<file path="src/rtl/fault_mon_pkg.sv">
// ----------------------------------------------------------------------------
// fault_mon_pkg
// Shared definitions for the multi-channel sensor fault monitor:
//   - ch_state_e : per-channel state encoding (3 bits)
//   - CNT_W      : width of the per-channel retry (trip) counter
//   - DIFF_W     : working width of the absolute-difference helper
//   - abs_diff() : |a - b| computed as larger minus smaller (never wraps)
// ----------------------------------------------------------------------------
package fault_mon_pkg;

    localparam int CNT_W  = 4;
    localparam int DIFF_W = 32;

    typedef enum logic [2:0] {
        IDLE    = 3'd0,
        MONITOR = 3'd1,
        TRIP    = 3'd2,
        WAIT    = 3'd3,
        LOCKOUT = 3'd4
    } ch_state_e;

    // Operands are zero-extended by the caller; subtracting the smaller from
    // the larger keeps the result exact for unsigned samples.
    function automatic logic [DIFF_W-1:0] abs_diff(input logic [DIFF_W-1:0] a,
                                                   input logic [DIFF_W-1:0] b);
        return (a >= b) ? (a - b) : (b - a);
    endfunction

endpackage

</file>
<file path="src/rtl/fault_channel_fsm.sv">
// ----------------------------------------------------------------------------
// fault_channel_fsm
// One monitored channel: compares a sample against its reference, debounces
// the fault, drives the relay for a timed hold, retries, and latches into
// lockout after MAX_RETRY trips until an explicit clear.
// Ports:
//   clk_i        tick clock (rising edge)
//   rst_ni       asynchronous active-low reset
//   enable_i     global enable (does not affect LOCKOUT)
//   sen_i        sensor sample (unsigned)
//   sen_ref_i    reference sample (unsigned)
//   threshold_i  fault threshold; fault when |sen - ref| > threshold
//   clear_i      lockout clear, honoured only in LOCKOUT
//   relay_o      1 = relay open (registered)
//   lockout_o    1 = channel latched failed (registered)
//   retry_cnt_o  trips since the last recovery/clear
// ----------------------------------------------------------------------------
module fault_channel_fsm
    import fault_mon_pkg::*;
#(
    parameter int SEN_W         = 12,
    parameter int THR_W         = 12,
    parameter int DEBOUNCE      = 4,
    parameter int WAIT_TICKS    = 312,
    parameter int MAX_RETRY     = 3,
    parameter int RECOVER_TICKS = 625
) (
    input  logic             clk_i,
    input  logic             rst_ni,
    input  logic             enable_i,
    input  logic [SEN_W-1:0] sen_i,
    input  logic [SEN_W-1:0] sen_ref_i,
    input  logic [THR_W-1:0] threshold_i,
    input  logic             clear_i,
    output logic             relay_o,
    output logic             lockout_o,
    output logic [CNT_W-1:0] retry_cnt_o
);

    localparam int DBC_W  = $clog2(DEBOUNCE + 1);
    localparam int HOLD_W = $clog2(WAIT_TICKS + 1);
    localparam int REC_W  = $clog2(RECOVER_TICKS + 1);

    localparam logic [DBC_W-1:0]  DBC_MAX   = DBC_W'(DEBOUNCE);
    localparam logic [HOLD_W-1:0] HOLD_LAST = HOLD_W'(WAIT_TICKS - 1);
    localparam logic [REC_W-1:0]  REC_MAX   = REC_W'(RECOVER_TICKS);
    localparam logic [CNT_W-1:0]  RETRY_MAX = CNT_W'(MAX_RETRY);

    ch_state_e         state_q, state_d;
    logic [DBC_W-1:0]  dbc_q, dbc_d;
    logic [HOLD_W-1:0] hold_q, hold_d;
    logic [REC_W-1:0]  rec_q, rec_d;
    logic [CNT_W-1:0]  retry_q, retry_d;
    logic              relay_q, relay_d;
    logic              lockout_q, lockout_d;

    logic [DIFF_W-1:0] diff;
    logic              fail;

    assign diff = abs_diff(DIFF_W'(sen_i), DIFF_W'(sen_ref_i));
    assign fail = diff > DIFF_W'(threshold_i);

    always_comb begin
        state_d = state_q;
        dbc_d   = dbc_q;
        hold_d  = hold_q;
        rec_d   = rec_q;
        retry_d = retry_q;

        if (state_q == LOCKOUT) begin
            // Lockout ignores enable; only an explicit clear releases it.
            if (clear_i) begin
                state_d = IDLE;
                retry_d = '0;
                dbc_d   = '0;
                hold_d  = '0;
                rec_d   = '0;
            end
        end else if (!enable_i) begin
            state_d = IDLE;
            dbc_d   = '0;
            hold_d  = '0;
            rec_d   = '0;
            retry_d = '0;
        end else begin
            case (state_q)
                IDLE: begin
                    state_d = MONITOR;
                    dbc_d   = '0;
                    rec_d   = '0;
                end
                MONITOR: begin
                    // The trip decision uses the count accumulated so far, so
                    // the relay opens one edge after the debounce count fills.
                    if (dbc_q == DBC_MAX) begin
                        state_d = TRIP;
                        retry_d = retry_q + 1'b1;
                        dbc_d   = '0;
                        rec_d   = '0;
                        hold_d  = '0;
                    end else if (fail) begin
                        dbc_d = dbc_q + 1'b1;
                        rec_d = '0;
                    end else begin
                        dbc_d = '0;
                        if (rec_q != REC_MAX) begin
                            rec_d = rec_q + 1'b1;
                        end
                        if (rec_d == REC_MAX) begin
                            retry_d = '0;
                        end
                    end
                end
                TRIP: begin
                    state_d = WAIT;
                    hold_d  = '0;
                end
                WAIT: begin
                    hold_d = hold_q + 1'b1;
                    if (hold_q == HOLD_LAST) begin
                        hold_d  = '0;
                        dbc_d   = '0;
                        rec_d   = '0;
                        state_d = (retry_q == RETRY_MAX) ? LOCKOUT : MONITOR;
                    end
                end
                default: begin
                    state_d = IDLE;
                end
            endcase
        end

        // Outputs follow the next state so enable/clear act on the very next tick.
        relay_d   = (state_d == TRIP) || (state_d == WAIT) || (state_d == LOCKOUT);
        lockout_d = (state_d == LOCKOUT);
    end

    always_ff @(posedge clk_i or negedge rst_ni) begin
        if (!rst_ni) begin
            state_q   <= IDLE;
            dbc_q     <= '0;
            hold_q    <= '0;
            rec_q     <= '0;
            retry_q   <= '0;
            relay_q   <= 1'b0;
            lockout_q <= 1'b0;
        end else begin
            state_q   <= state_d;
            dbc_q     <= dbc_d;
            hold_q    <= hold_d;
            rec_q     <= rec_d;
            retry_q   <= retry_d;
            relay_q   <= relay_d;
            lockout_q <= lockout_d;
        end
    end

    assign relay_o     = relay_q;
    assign lockout_o   = lockout_q;
    assign retry_cnt_o = retry_q;

endmodule

</file>
<file path="src/rtl/multi_channel_fault_monitor.sv">
// ----------------------------------------------------------------------------
// multi_channel_fault_monitor
// N_CH independent sensor fault monitors, one relay per channel, ticked by the
// 16 ms system clock.
// Ports:
//   clk_16ms   tick clock (rising edge)
//   rst        asynchronous active-low reset
//   enable     global monitor enable
//   sen        packed samples, channel i at [i*SEN_W +: SEN_W]
//   sen_ref    packed references, same packing
//   threshold  packed thresholds, channel i at [i*THR_W +: THR_W]
//   clear      per-channel lockout clear
//   relay_out  per-channel relay, 1 = open
//   lockout    per-channel latched-fail flag
//   any_fault  registered OR of relay_out (one tick behind)
//   retry_cnt  packed per-channel trip counts, channel i at [i*4 +: 4]
// ----------------------------------------------------------------------------
module multi_channel_fault_monitor
    import fault_mon_pkg::*;
#(
    parameter int N_CH          = 4,
    parameter int SEN_W         = 12,
    parameter int THR_W         = 12,
    parameter int DEBOUNCE      = 4,
    parameter int WAIT_TICKS    = 312,
    parameter int MAX_RETRY     = 3,
    parameter int RECOVER_TICKS = 625
) (
    input  logic                    clk_16ms,
    input  logic                    rst,
    input  logic                    enable,
    input  logic [N_CH*SEN_W-1:0]   sen,
    input  logic [N_CH*SEN_W-1:0]   sen_ref,
    input  logic [N_CH*THR_W-1:0]   threshold,
    input  logic [N_CH-1:0]         clear,
    output logic [N_CH-1:0]         relay_out,
    output logic [N_CH-1:0]         lockout,
    output logic                    any_fault,
    output logic [N_CH*CNT_W-1:0]   retry_cnt
);

    logic any_fault_q;

    for (genvar i = 0; i < N_CH; i++) begin : g_ch
        fault_channel_fsm #(
            .SEN_W         (SEN_W),
            .THR_W         (THR_W),
            .DEBOUNCE      (DEBOUNCE),
            .WAIT_TICKS    (WAIT_TICKS),
            .MAX_RETRY     (MAX_RETRY),
            .RECOVER_TICKS (RECOVER_TICKS)
        ) u_ch (
            .clk_i       (clk_16ms),
            .rst_ni      (rst),
            .enable_i    (enable),
            .sen_i       (sen[i*SEN_W +: SEN_W]),
            .sen_ref_i   (sen_ref[i*SEN_W +: SEN_W]),
            .threshold_i (threshold[i*THR_W +: THR_W]),
            .clear_i     (clear[i]),
            .relay_o     (relay_out[i]),
            .lockout_o   (lockout[i]),
            .retry_cnt_o (retry_cnt[i*CNT_W +: CNT_W])
        );
    end

    always_ff @(posedge clk_16ms or negedge rst) begin
        if (!rst) begin
            any_fault_q <= 1'b0;
        end else begin
            any_fault_q <= |relay_out;
        end
    end

    assign any_fault = any_fault_q;

endmodule

</file>
<file path="config.mk">
export PLATFORM = sky130hd
export DESIGN_NAME = multi_channel_fault_monitor
export DESIGN_NICKNAME = d
export VERILOG_FILES = /design/src/rtl/fault_mon_pkg.sv /design/src/rtl/fault_channel_fsm.sv /design/src/rtl/multi_channel_fault_monitor.sv
export SDC_FILE = /design/constraint.sdc
export NUM_CORES = 1
export LEC_CHECK = 0
export BUFFER_PORTS_ARGS = -buffer_cell sky130_fd_sc_hd__clkbuf_2
export CAP_MARGIN = 30
export CORE_ASPECT_RATIO = 1.4
export CORE_MARGIN = 2
export CORE_UTILIZATION = 55
export CTS_CLUSTER_DIAMETER = 200
export CTS_CLUSTER_SIZE = 14
export DETAILED_ROUTE_END_ITERATION = 8
export GPL_TIMING_DRIVEN = 1
export PLACE_DENSITY_LB_ADDON = 0.05
export SLEW_MARGIN = 20
export SYNTH_ARGS = -nofsm -noshare
export SYNTH_HDL_FRONTEND = slang
export SYNTH_SLANG_ARGS = --single-unit
export TNS_END_PERCENT = 1
</file>
<file path="constraint.sdc">
create_clock -name clk_16ms -period 4.4 [get_ports clk_16ms]
set_input_delay 0.22 -clock clk_16ms [delete_from_list [all_inputs] [get_ports clk_16ms]]
set_output_delay 0.22 -clock clk_16ms [all_outputs]
set_load 0.02 [all_outputs]
</file>
* After elaboration in Yosys (flattened, before gate mapping)
Index checks and enable logic that the tools add are counted.
** Storage, ports and cells
- Bits in registers :: 125
- Bits of input ports :: 151
- Output and inout bits :: 25
- Word-level logic and storage cells :: 330
** Operators by class
- Reductions and logical operators :: 25
- Multiplexer cells :: 164
- Add/subtract/negate cells :: 24
- Equal/unequal tests :: 80
- Order comparisons :: 8
** Operators with widths (number)
- $mux 10 :: 48
- $mux 9 :: 20
- $mux 3 :: 48
- $gt 32x12->1 :: 4
- $mux 32 :: 4
- $pmux 10 s3 :: 4
- $mux 4 :: 28
- $pmux 9 s3 :: 4
- $sub 12x12->13 :: 8
- $eq 3x2->1 const B :: 16
- $ge 12x12->1 :: 4
- $pmux 3 s4 :: 4
- $add 10x1->10 const B :: 4
- $eq 10x10->1 const B :: 4
- $ne 10x10->1 const B :: 4
- $ne 5x1->1 const B :: 8
- $add 9x1->9 const B :: 4
- $eq 3x3->1 const B :: 12
- $eq 9x9->1 const B :: 4
- $pmux 3 s3 :: 4
- $ne 4x2->1 const B :: 8
- $reduce_and 3->1 :: 8
- $add 4x1->4 const B :: 4
- $eq 4x2->1 const B :: 4
- other kinds (10) :: 41

* Depth between registers and ports, before layout
Gate-level depths: netlist of run 1.
- Word-level depth :: 15
- Mapped depth :: 22
- Gate-level depth less buffers :: 19

* Modules after synthesis
A second synthesis of run 1 with hierarchy kept.
** Second synthesis, totals
- Cells, all modules :: 1768
- Area, all modules :: 14072.2 µm²
** Modules (own cells, without submodules)
- fault_channel_fsm at g_ch[0].u_ch ... :: sequential area each 775.7 µm², times used 2, area an instance 3587.2 µm², cells each 453
- fault_channel_fsm at g_ch[1].u_ch :: sequential area each 775.7 µm², times used 1, area an instance 3460.8 µm², cells each 428
- fault_channel_fsm at g_ch[3].u_ch :: sequential area each 775.7 µm², times used 1, area an instance 3404.5 µm², cells each 432
- multi_channel_fault_monitor :: sequential area each 25.0 µm², times used 1, area an instance 32.5 µm², cells each 2

* Least setup slack after synthesis of run 1
Ideal clock, no wire load.
- Path type :: input to register
- Start :: input sen[21]
- End :: register g_ch[1].u_ch.retry_q[3]
- Buffers on the path :: 2
- Arrival :: 4.663 ns
- Required time :: 4.266 ns
- Setup time :: 0.134 ns
- Stages :: 21
- Slack :: -0.397 ns
- Cells stage by stage :: inv_1 > ha_1 > buf_2 > nand4_1 > or3_1 > o211ai_1 > or2_1 > buf_2 > mux2_2 > a311o_1 > nor4b_1 > nor3_1 > ha_1 > nand2_1 > o21ai_0 > a2111o_1 > o21ai_0 > o211ai_2 > or4_4 > a31oi_2 > o32ai_1
** On the way
- Cells in the longest elaborated chain, start to end :: 5
- Elaborated cells on any way between the ends :: 7
- Classes of those cells :: 2 x add/sub; 2 x order compare; 1 x eq/ne; 1 x mux; 1 x reduce/logical
** Ends and longest elaborated chain
- start, declared :: line multi_channel_fault_monitor.sv:32 : input logic [N_CH*SEN_W-1:0] sen,
- $sub 12x12->13 or $ge 12x12->1 (tied branches) :: line fault_mon_pkg.sv:26 : return (a >= b) ? (a - b) : (b - a);
- $mux 32 * :: line fault_mon_pkg.sv:26
- $gt 32x12->1 * :: line fault_channel_fsm.sv:61 : assign fail = diff > DIFF_W'(threshold_i);
- $ne 4x4->1 (no line) *
- $reduce_and 4->1 (no line) *
- end signal, assigned :: line fault_channel_fsm.sv:152 : retry_q <= retry_d;
- end, declared :: line fault_channel_fsm.sv:53 : logic [CNT_W-1:0] retry_q, retry_d;
Mark *: on every way between the ends. The rest lies on a longest branch, timed or not.
A chain may end at the register's enable or synchronous reset.

* Final worst setup path of run 1
- Start :: input sen[13]
- End :: register g_ch[1].u_ch.retry_q[2]
Same word-level chain as after synthesis.

==> results of run 1 <==
[synthesized netlist by cell type (all sizes together) (7+ instances only)]
master,count
o22ai,10
nand4,29
xnor2,31
a31oi,34
a21o,72
fa,8
o21a,8
buf,30
mux2,13
a22o,11
nor3b,8
o31ai,14
inv,199
o221ai,7
nand3,59
o211ai,14
nor2,73
o21bai,16
or2,10
dfrtp,125
nand3b,7
and2,11
o21ai,129
nand2b,27
mux2i,31
a21oi,141
or3,9
or4,7
xor2,25
nor2b,20
nor3,40
ha,168
nand2,128
and3,31
clkbuf,40
[metal layers]
metal	global-route usage [%]	wire length [µm]	vias to the layer above	part of all wire [%]
li1	-	-	6370	-
met5	0	0	-	0
met4	8.70	769	0	2.4
met2	48.3	17100	325	53
met3	2.83	1170	61	3.6
met1	29.0	13300	5926	41
[flip-flops by register name, summed over array words and instances, names as in the netlist]
register               cells
g_ch.u_ch.dbc_q           12
g_ch.u_ch.state_q         12
g_ch.u_ch.rec_q           40
g_ch.u_ch.relay_o          4
g_ch.u_ch.lockout_o        4
g_ch.u_ch.hold_q          36
g_ch.u_ch.retry_cnt_o     16
any_fault                  1
[area by class of cell]
type	instances	area, µm²
Multi-Input combinational cell	1262	9040
Fill cell	2014	7530
Sequential cell	125	3130
Timing Repair Buffer	298	1830
Inverter	199	757
Clock buffer	19	433
Tap cell	306	383
Clock inverter	13	191
[critical path, cell delays in order]
cell,delay (ns)
clkbuf_2,0.09
inv_1,0.08
ha_4,0.28
nand4_1,0.14
or3_1,0.40
o211ai_1,0.12
or2_4,0.18
mux2_4,0.29
a311o_1,0.36
a32o_1,0.23
nor3_2,0.19
ha_1,0.27
nand2_1,0.11
o21ai_1,0.08
a2111o_1,0.30
o21ai_2,0.17
o211ai_2,0.11
or4_4,0.56
o2111ai_2,0.21
o211ai_1,0.11
[worst min-delay path by stage]
stage                                        end  cells past startpoint     start  slack, ns
final                     g_ch[0].u_ch.lockout_o                      3  clear[0]       0.24
after global routing      g_ch[1].u_ch.lockout_o                      4  clear[1]       0.28
after CTS                 g_ch[0].u_ch.lockout_o                      3  clear[0]       0.24
after detailed placement  g_ch[2].u_ch.hold_q[4]                      1       rst       0.31
after global placement    g_ch[2].u_ch.lockout_o                      1       rst       0.30
after floorplan                        any_fault                      0       rst      -0.08
[through the flow]
stage          utilization, %  instances  setup slack, ns  hold WS, ns  power [W]
2_1_floorplan               -       1656           -0.120      -0.0756    0.00217
3_3_place_gp             64.7       2188           -0.232        0.295    0.00263
6_report                 67.7       2222            0.155        0.240    0.00416
3_5_place_dp             64.7       2188           -0.371        0.305    0.00266
5_1_grt                  67.7       2222          -0.0161        0.282    0.00442
4_1_cts                  67.4       2221           0.0516        0.237    0.00417
[cell families (layout without fill, tap and decap cells)]
family,after synthesis,count (layout)
DFF,125,125
buffers and inverters,269,529
and+or+nand+nor,476,476
AOI/OAI and AO/OA,510,510
muxes,44,44
xor gates and xnor gates,56,56
adders and majority gates,176,176
[repair_timing]
| item | 4_1_cts | 5_1_grt |
|---|---|---|
| hold buffers | 1 | 0 |
| setup endpoints to repair | 0 | 12 |
| resized for setup | 0 | 10 |
| endpoints found under the hold margin | 48 | 0 |
[where the power goes]
group	total, W	switching, W	internal (W)
registers	0.00121	0.0000373	0.00117
clock network	0.00149	0.000540	0.000952
logic	0.00146	0.000771	0.000692
total	0.00416	0.00135	0.00282
==> impl_metrics.json, run 1 <==
{
  "die_h_um": 187,
  "setup_tns_ns": 0,
  "maxSlewHeadroom_pct": 50.1,
  "synth-edff-count": 0,
  "cp-startpoint": "sen[13]",
  "placed_area_um2": 15100,
  "start_kind": "input pin",
  "die_x_um": 134,
  "cts_tree": "built",
  "boundaryPins": 176,
  "grt_pass1_vias": 12400,
  "yosysSeqAreaShare_pct": 23.9,
  "p_per_area_nw_per_um2": 264,
  "synthCells": 1656,
  "worst_r2r_endpoint": "g_ch[2].u_ch.dbc_q[2]",
  "rr_worst_depth": 6,
  "grt_max_degree": 51,
  "firstDrtPassIters": 6,
  "cts_root_buf": "clkbuf_16",
  "outcome": "complete, no violations",
  "hold_viol_final": 0,
  "post-route-period-util_pct": 96.5,
  "ys_warn_count": 0,
  "finish.instance_area_um2": 15800,
  "area_growth_pct": 20.3,
  "arrival_ns": 4.53,
  "layout_commonest_cell": "inv_1",
  "synth_mux_area_share_pct": 3.49,
  "routedWlPerCell_um": 14.6,
  "endpoint_kind": "flop",
  "drc": 0,
  "grt-ovfl-total": 0,
  "avgSynthCellArea_um2": 7.91,
  "finalSetupViolCount": 0,
  "num_vias": 12700,
  "nNetsFinal": 2230,
  "gp_congestion": 0.916,
  "postCtsSetupRepairBufs": 0,
  "grt_pass1_wl_um": 54400,
  "worstMarginPinSlew_ns": 0.749,
  "worst-setup-path-type": "input pin to flop",
  "htree_levels": 4,
  "r2r_start": "g_ch[2].u_ch.hold_q[3]",
  "synth_adder_area_share_pct": 17.3,
  "irDropWorstVdd_v": 0.000268,
  "ys_ff_latch": 125,
  "synth_top_family_by_area": "compound AO/OA/AOI/OAI gates",
  "fin_skew_ns": 0.00644,
  "final_layout_size_suffix_gt1_share_pct": 20.5,
  "synth_area_leaders": "dfrtp_1, ha_1, inv_1",
  "drtIter0Drc": 734,
  "routed_via_density": 5.71,
  "coreArea_um2": 23300,
  "synth_top_cell_area_share_pct": 23.9,
  "io_buffers": 175,
  "synth-async-reset-ratio_pct": 100,
  "cts.sinks": 125,
  "clockBufferDepth": 2,
  "synth_cell_types": 84,
  "clk_pin_slew_ns": 0.06,
  "critPathCapture": "g_ch[1].u_ch.retry_cnt_o[2]",
  "synth-simple-area-share_pct": 18.6,
  "antenna_found_initial": 0,
  "grtUsageTotal_pct": 25.4,
  "drv_slew": 0,
  "critPathMaxFanout": 3,
  "cts_made_buffers": 17,
  "n_antenna_cell": 0,
  "syn_area_um2": 13100,
  "synth_flop_cell": "dfrtp_1",
  "rows": 66,
  "synth_xor_area_share_pct": 3.75,
  "antenna_left": 0,
  "fin_crit_ns": 4.25,
  "synth_compound_area_share_pct": 24.7,
  "clk_latency_ns": 0.41,
  "synth.net_count": 1983,
  "yosysTopAreaCell": "dfrtp_1",
  "rrSetupSlack_ns": 1.68,
  "start_util_pct": 56.2,
  "drv_cap": 0,
  "required_ns": 4.68,
  "p_leak_nw": 8.12,
  "max_freq_ghz": 0.236,
  "fp.dieArea_um2": 25100,
  "hpwl_um": 25700,
  "final_cell_mix": "inv_1, clkbuf_2, ha_1",
  "wirelength_um": 32400,
  "hold_class": "input pin to flop"
}
(Power assumes the default switching activity.)
==> run 2, diff against run 1 <==
Settings changed: BUFFER_PORTS_ARGS -buffer_cell sky130_fd_sc_hd__clkbuf_2 to -buffer_cell sky130_fd_sc_hd__buf_2.
==> impl_metrics.json, run 2 (synthesis gave the netlist of run 1 again) <==
{
  "grt_pass1_wl_um": 54100,
  "htree_levels": 4,
  "swShare_pct": 31.1,
  "p_per_area_nw_per_um2": 275,
  "top_register": "g_ch.u_ch.rec_q",
  "rr_worst_depth": 7,
  "hpwl_um": 25400,
  "fin_crit_ns": 4.21,
  "rows": 66,
  "layout_commonest_cell": "inv_1",
  "max_freq_ghz": 0.238,
  "fin_ws_ns": 0.191,
  "fp.dieArea_um2": 25100,
  "cts.sinks": 125,
  "coreArea_um2": 23300,
  "cts_tree": "built",
  "fin_skew_ns": 0.0101,
  "pwr-share-seq_pct": 27.7,
  "num_vias": 12700,
  "drtIter0Drc": 706,
  "hold_class": "input pin to flop",
  "antenna_left": 0,
  "outcome": "complete, no violations",
  "p_leak_nw": 8.17,
  "worst-setup-path-type": "input pin to flop",
  "required_ns": 4.70,
  "worstMarginPinSlew_ns": 0.814,
  "grt_max_degree": 62,
  "critPathMaxFanout": 3,
  "grt_pass1_vias": 12300,
  "io_buffers": 175,
  "endpoint_kind": "flop",
  "final_layout_size_suffix_gt1_share_pct": 20.6,
  "combPwrFrac_pct": 33.6,
  "place_ws_ns": -0.364,
  "gp_congestion": 0.903,
  "holdPathStages": 3,
  "p_total_w": 0.00436,
  "routed_via_density": 5.71,
  "cts_root_buf": "clkbuf_16",
  "arrival_ns": 4.51,
  "clk_latency_ns": 0.42,
  "post-route-period-util_pct": 95.6,
  "boundaryPins": 176,
  "start_kind": "input pin",
  "maxSlewHeadroom_pct": 45.7,
  "p_int_w": 0.00300,
  "cts_made_buffers": 17,
  "n_antenna_cell": 0,
  "p_clk_share_pct": 38.7,
  "irDropWorstVdd_v": 0.000225,
  "drc": 0,
  "drv_slew": 0,
  "wirelength_um": 31900,
  "nNetsFinal": 2231,
  "power.switching_w": 0.00135,
  "area_growth_pct": 20.9,
  "start_util_pct": 56.2,
  "die_x_um": 134,
  "hold_viol_final": 0,
  "routedWlPerCell_um": 14.4,
  "die_h_um": 187,
  "final_cell_mix": "inv_1, buf_2, ha_1",
  "fill_cells": 1991,
  "grt-ovfl-total": 0,
  "clk_pin_slew_ns": 0.06,
  "largest_register_ffs": 40,
  "finalSetupViolCount": 0,
  "grtUsageTotal_pct": 25.4,
  "clockBufferDepth": 2,
  "drv_cap": 0,
  "antenna_found_initial": 0,
  "firstDrtPassIters": 5
}
## run 2: changes by cell type in the layout (fill, tap and decap cells not counted), moves of 2 or more
cell / change
clkinvlp_4: -3
bufinv_16: +3
clkbuf_1: -2
clkbuf_2: -174
buf_4: +2
buf_2: +174
## run 2: area by class of cell
cell class                 instances  area (µm²)  share of cell area, %
inverter                         199         757                   4.78
clock buffer                      18         439                   2.77
sequential                       125        3130                   19.8
tap                              306         383                   2.42
multi-input combinational       1262        9040                   57.1
clock inverter                    13         263                   1.66
timing repair buffer             299        1820                   11.5
## run 2: metal layers
metal  share of wire, %  wire length, µm  vias up  GRT usage (%)
met5                  0                0        -              0
met4                2.6              837        0           8.87
met3                4.2             1330       62           3.53
met2                 52            16600      340           48.0
met1                 41            13100     5928           28.7
li1                   -                -     6366              -
## run 2: metrics by stage
step           std cells  util, %  hold WS [ns]  setup TNS, ns  cell area (µm²)
6_report            2222     68.0         0.237              0            15800
5_1_grt             2222     68.0         0.297       -0.00307            15800
4_1_cts             2219     67.7         0.223              0            15800
3_5_place_dp        2187     64.6         0.358          -3.37            15000
3_3_place_gp        2187     64.6         0.362         -0.745            15000
2_1_floorplan       1656        -       -0.0756         -0.296            13300
## run 2: power groups by stage
stage	clock (W)	sequential, W	combinational (W)
floorplan	0	0.00122	0.000951
detailed placement	0	0.00123	0.00143
finish	0.00168	0.00121	0.00146
CTS	0.00171	0.00121	0.00144
global placement	0	0.00123	0.00140
global route	0.00175	0.00121	0.00164
## run 2: final timing paths
check	start	slack, ns	to
setup / recovery	sen[13]	0.19	g_ch[1].u_ch.retry_cnt_o[3]
hold / removal	clear[0]	0.24	g_ch[0].u_ch.lockout_o
setup reg to reg	g_ch[3].u_ch.hold_q[0]	1.70	g_ch[3].u_ch.rec_q[0]
hold reg to reg	g_ch[0].u_ch.relay_o	0.48	any_fault
max in group asynchronous	rst	2.98	g_ch[2].u_ch.hold_q[1]
min in group asynchronous	rst	0.42	g_ch[2].u_ch.hold_q[8]
## run 2: timing repair
item                                    CTS  global route
endpoints found under the setup margin    0            22
gates resized for setup                   0            12
hold buffers                              1             0
endpoints found under the hold margin    59             0
setup buffers                             0             2
## run 2: worst max-delay path, stage by stage
cell      delay, ns
buf_2          0.09
inv_1          0.05
ha_1           0.32
nand4_1        0.14
or3_1          0.39
o211ai_1       0.11
or2_1          0.18
mux2_4         0.31
a311o_1        0.38
a32o_1         0.24
nor3_2         0.18
ha_1           0.26
nand2_1        0.10
o21ai_1        0.08
a2111o_1       0.31
o21ai_2        0.14
o211ai_2       0.12
or4_4          0.59
a31oi_4        0.19
o32ai_1        0.12
==> run 3, diff against run 2 <==
Settings changed: GPL_TIMING_DRIVEN 1 to 0, PLACE_DENSITY from default to 0.77, PLACE_DENSITY_LB_ADDON 0.05 to default.
==> impl_metrics.json, run 3 (synthesis gave the netlist of run 1 again) <==
{
  "io_buffers": 175,
  "grt_pass1_vias": 12600,
  "hpwl_um": 24800,
  "num_vias": 12800,
  "p_per_area_nw_per_um2": 262,
  "gp_congestion": 0.931,
  "antenna_found_initial": 1,
  "rows": 66,
  "pwr-share-seq_pct": 29.2,
  "start_kind": "input pin",
  "drv_cap": 0,
  "cpMaxStageDelayCell": "or4_4",
  "grt-ovfl-total": 0,
  "outcome": "complete, but fails checks",
  "grt_max_degree": 71,
  "grt_pass1_wl_um": 54100,
  "top_register": "g_ch.u_ch.rec_q",
  "die_h_um": 187,
  "hold_viol_final": 0,
  "max_freq_ghz": 0.226,
  "cts_made_buffers": 17,
  "fin_skew_ns": 0.0117,
  "rsz0062_at_grt": "yes",
  "final_cell_mix": "inv_1, buf_2, ha_1",
  "final_layout_size_suffix_gt1_share_pct": 19.1,
  "swShare_pct": 33.8,
  "p_int_w": 0.00273,
  "clockBufferDepth": 2,
  "final_util_pct": 67.6,
  "worst-setup-path-type": "input pin to flop",
  "area_growth_pct": 20.2,
  "grtUsageTotal_pct": 25.2,
  "fin_crit_ns": 4.42,
  "critPathMaxFanout": 6,
  "drv_slew": 0,
  "fp.dieArea_um2": 25100,
  "arrival_ns": 4.71,
  "drtIter0Drc": 635,
  "cts_tree": "built",
  "p_clk_share_pct": 35.5,
  "post-route-period-util_pct": 100,
  "endpoint_kind": "flop",
  "p_total_w": 0.00412,
  "layout_commonest_cell": "inv_1",
  "wirelength_um": 32500,
  "violations": "setup timing",
  "firstDrtPassIters": 5,
  "power.switching_w": 0.00139,
  "hold_class": "input pin to flop",
  "antenna_left": 0,
  "cts.sinks": 125,
  "clk_latency_ns": 0.43,
  "largest_register_ffs": 40,
  "routed_via_density": 5.84,
  "p_leak_nw": 7.92,
  "drc": 0,
  "place_ws_ns": -0.786,
  "critical_path.max_stage_delay_ns": 0.58,
  "htree_levels": 4,
  "cts_root_buf": "clkbuf_16",
  "maxSlewHeadroom_pct": 53.4,
  "worstPathCellList": "buf_8 -> inv_4 -> ha_4 -> buf_6 -> nand4_1 -> or3_1 -> o211ai_1 -> or2_1 -> buf_6 -> buf_4 -> mux2_2 -> o21ai_1 -> o221ai_1 -> nor3_2 -> ha_2 -> nand2_1 -> o21ai_1 -> a2111o_1 -> o21ai_2 -> o211ai_4 -> or4_4 -> o2111ai_2 -> o211ai_1",
  "nNetsFinal": 2205,
  "irDropWorstVdd_v": 0.000268,
  "clk_pin_slew_ns": 0.06,
  "die_x_um": 134,
  "combPwrFrac_pct": 35.3,
  "finalSetupViolCount": 2,
  "boundaryPins": 176,
  "routedWlPerCell_um": 14.8,
  "worstMarginPinSlew_ns": 0.689,
  "coreArea_um2": 23300,
  "fin_ws_ns": -0.0195,
  "required_ns": 4.70,
  "start_util_pct": 56.2
}
-- run 3: cell types whose count changed in the layout (fill, tap and decap cells not counted), moves of 5 or more --
cell	previous run	this run
clkbuf_1	0	37
inv_6	1	6
inv_1	194	188
ha_4	6	12
ha_1	161	153
buf_4	123	41
buf_2	174	169
inv_4	1	6
buf_6	0	14
buf_8	0	5
-- run 3: metrics by stage --
step / hold slack [ns] / instances / setup TNS [ns] / cell area (µm²)
after CTS: 0.157 / 2179 / -0.0191 / 15300
final: 0.171 / 2198 / -0.0274 / 15700
after global routing: 0.187 / 2198 / -1.46 / 15700
after floorplan: -0.0756 / 1656 / -0.296 / 13300
after detailed placement: 0.173 / 2138 / -31.09 / 14600
after global placement: 0.458 / 2137 / -26.24 / 14500
-- run 3: critical path: cells and delay by family --
family	cells	cell delay, ns
compound gates	9	1.64
fa+ha+maj	2	0.56
buf+inv	5	0.47
mux	1	0.34
simple gates	6	1.50
-- run 3: power groups by stage --
stage	registers (W)	logic (W)	clock network, W
6_report	0.00120	0.00146	0.00146
5_1_grt	0.00121	0.00163	0.00154
4_1_cts	0.00120	0.00135	0.00149
3_5_place_dp	0.00122	0.00131	0
3_3_place_gp	0.00122	0.00126	0
2_1_floorplan	0.00122	0.000951	0
-- run 3: final cells by class --
type / instances / area [µm²]
plain buffers: 64 / 332
inverters: 199 / 769
flip-flops and latches: 125 / 3130
repair buffers: 209 / 1270
clock inverters: 14 / 180
clock buffers: 18 / 429
diodes: 1 / 2.50
fillers: 1966 / 7550
well taps: 306 / 383
multi-input cells: 1262 / 9250
-- run 3: path summary, 6_finish.rpt --
check	depth (start not counted)	end	from	slack [ns]
min in group asynchronous	2	g_ch[3].u_ch.rec_q[4]	rst	0.29
setup reg to reg	8	g_ch[3].u_ch.rec_q[0]	g_ch[3].u_ch.hold_q[0]	1.63
max in group asynchronous	3	g_ch[1].u_ch.rec_q[7]	rst	3.38
hold / removal	3	g_ch[3].u_ch.state_q[0]	enable	0.17
setup / recovery	23	g_ch[1].u_ch.retry_cnt_o[2]	sen[21]	-0.02
hold reg to reg	1	any_fault	g_ch[3].u_ch.relay_o	0.48
-- run 3: what timing repair did --
item                                   4_1_cts  5_1_grt
pin swaps                                    5       40
hold buffers                                 1        0
gates resized for setup                     10       80
endpoints found under the hold margin       55        0
setup buffers                                8       24
setup endpoints to repair                   41       55
cloned                                       0        0
-- run 3: per-layer routing --
layer	up-vias	global-route usage, %	part of all wire, %
met5	-	0	0
met4	0	10.4	2.9
met3	82	3.48	4.6
met2	368	47.8	53
met1	6043	27.8	40
li1	6334	-	-
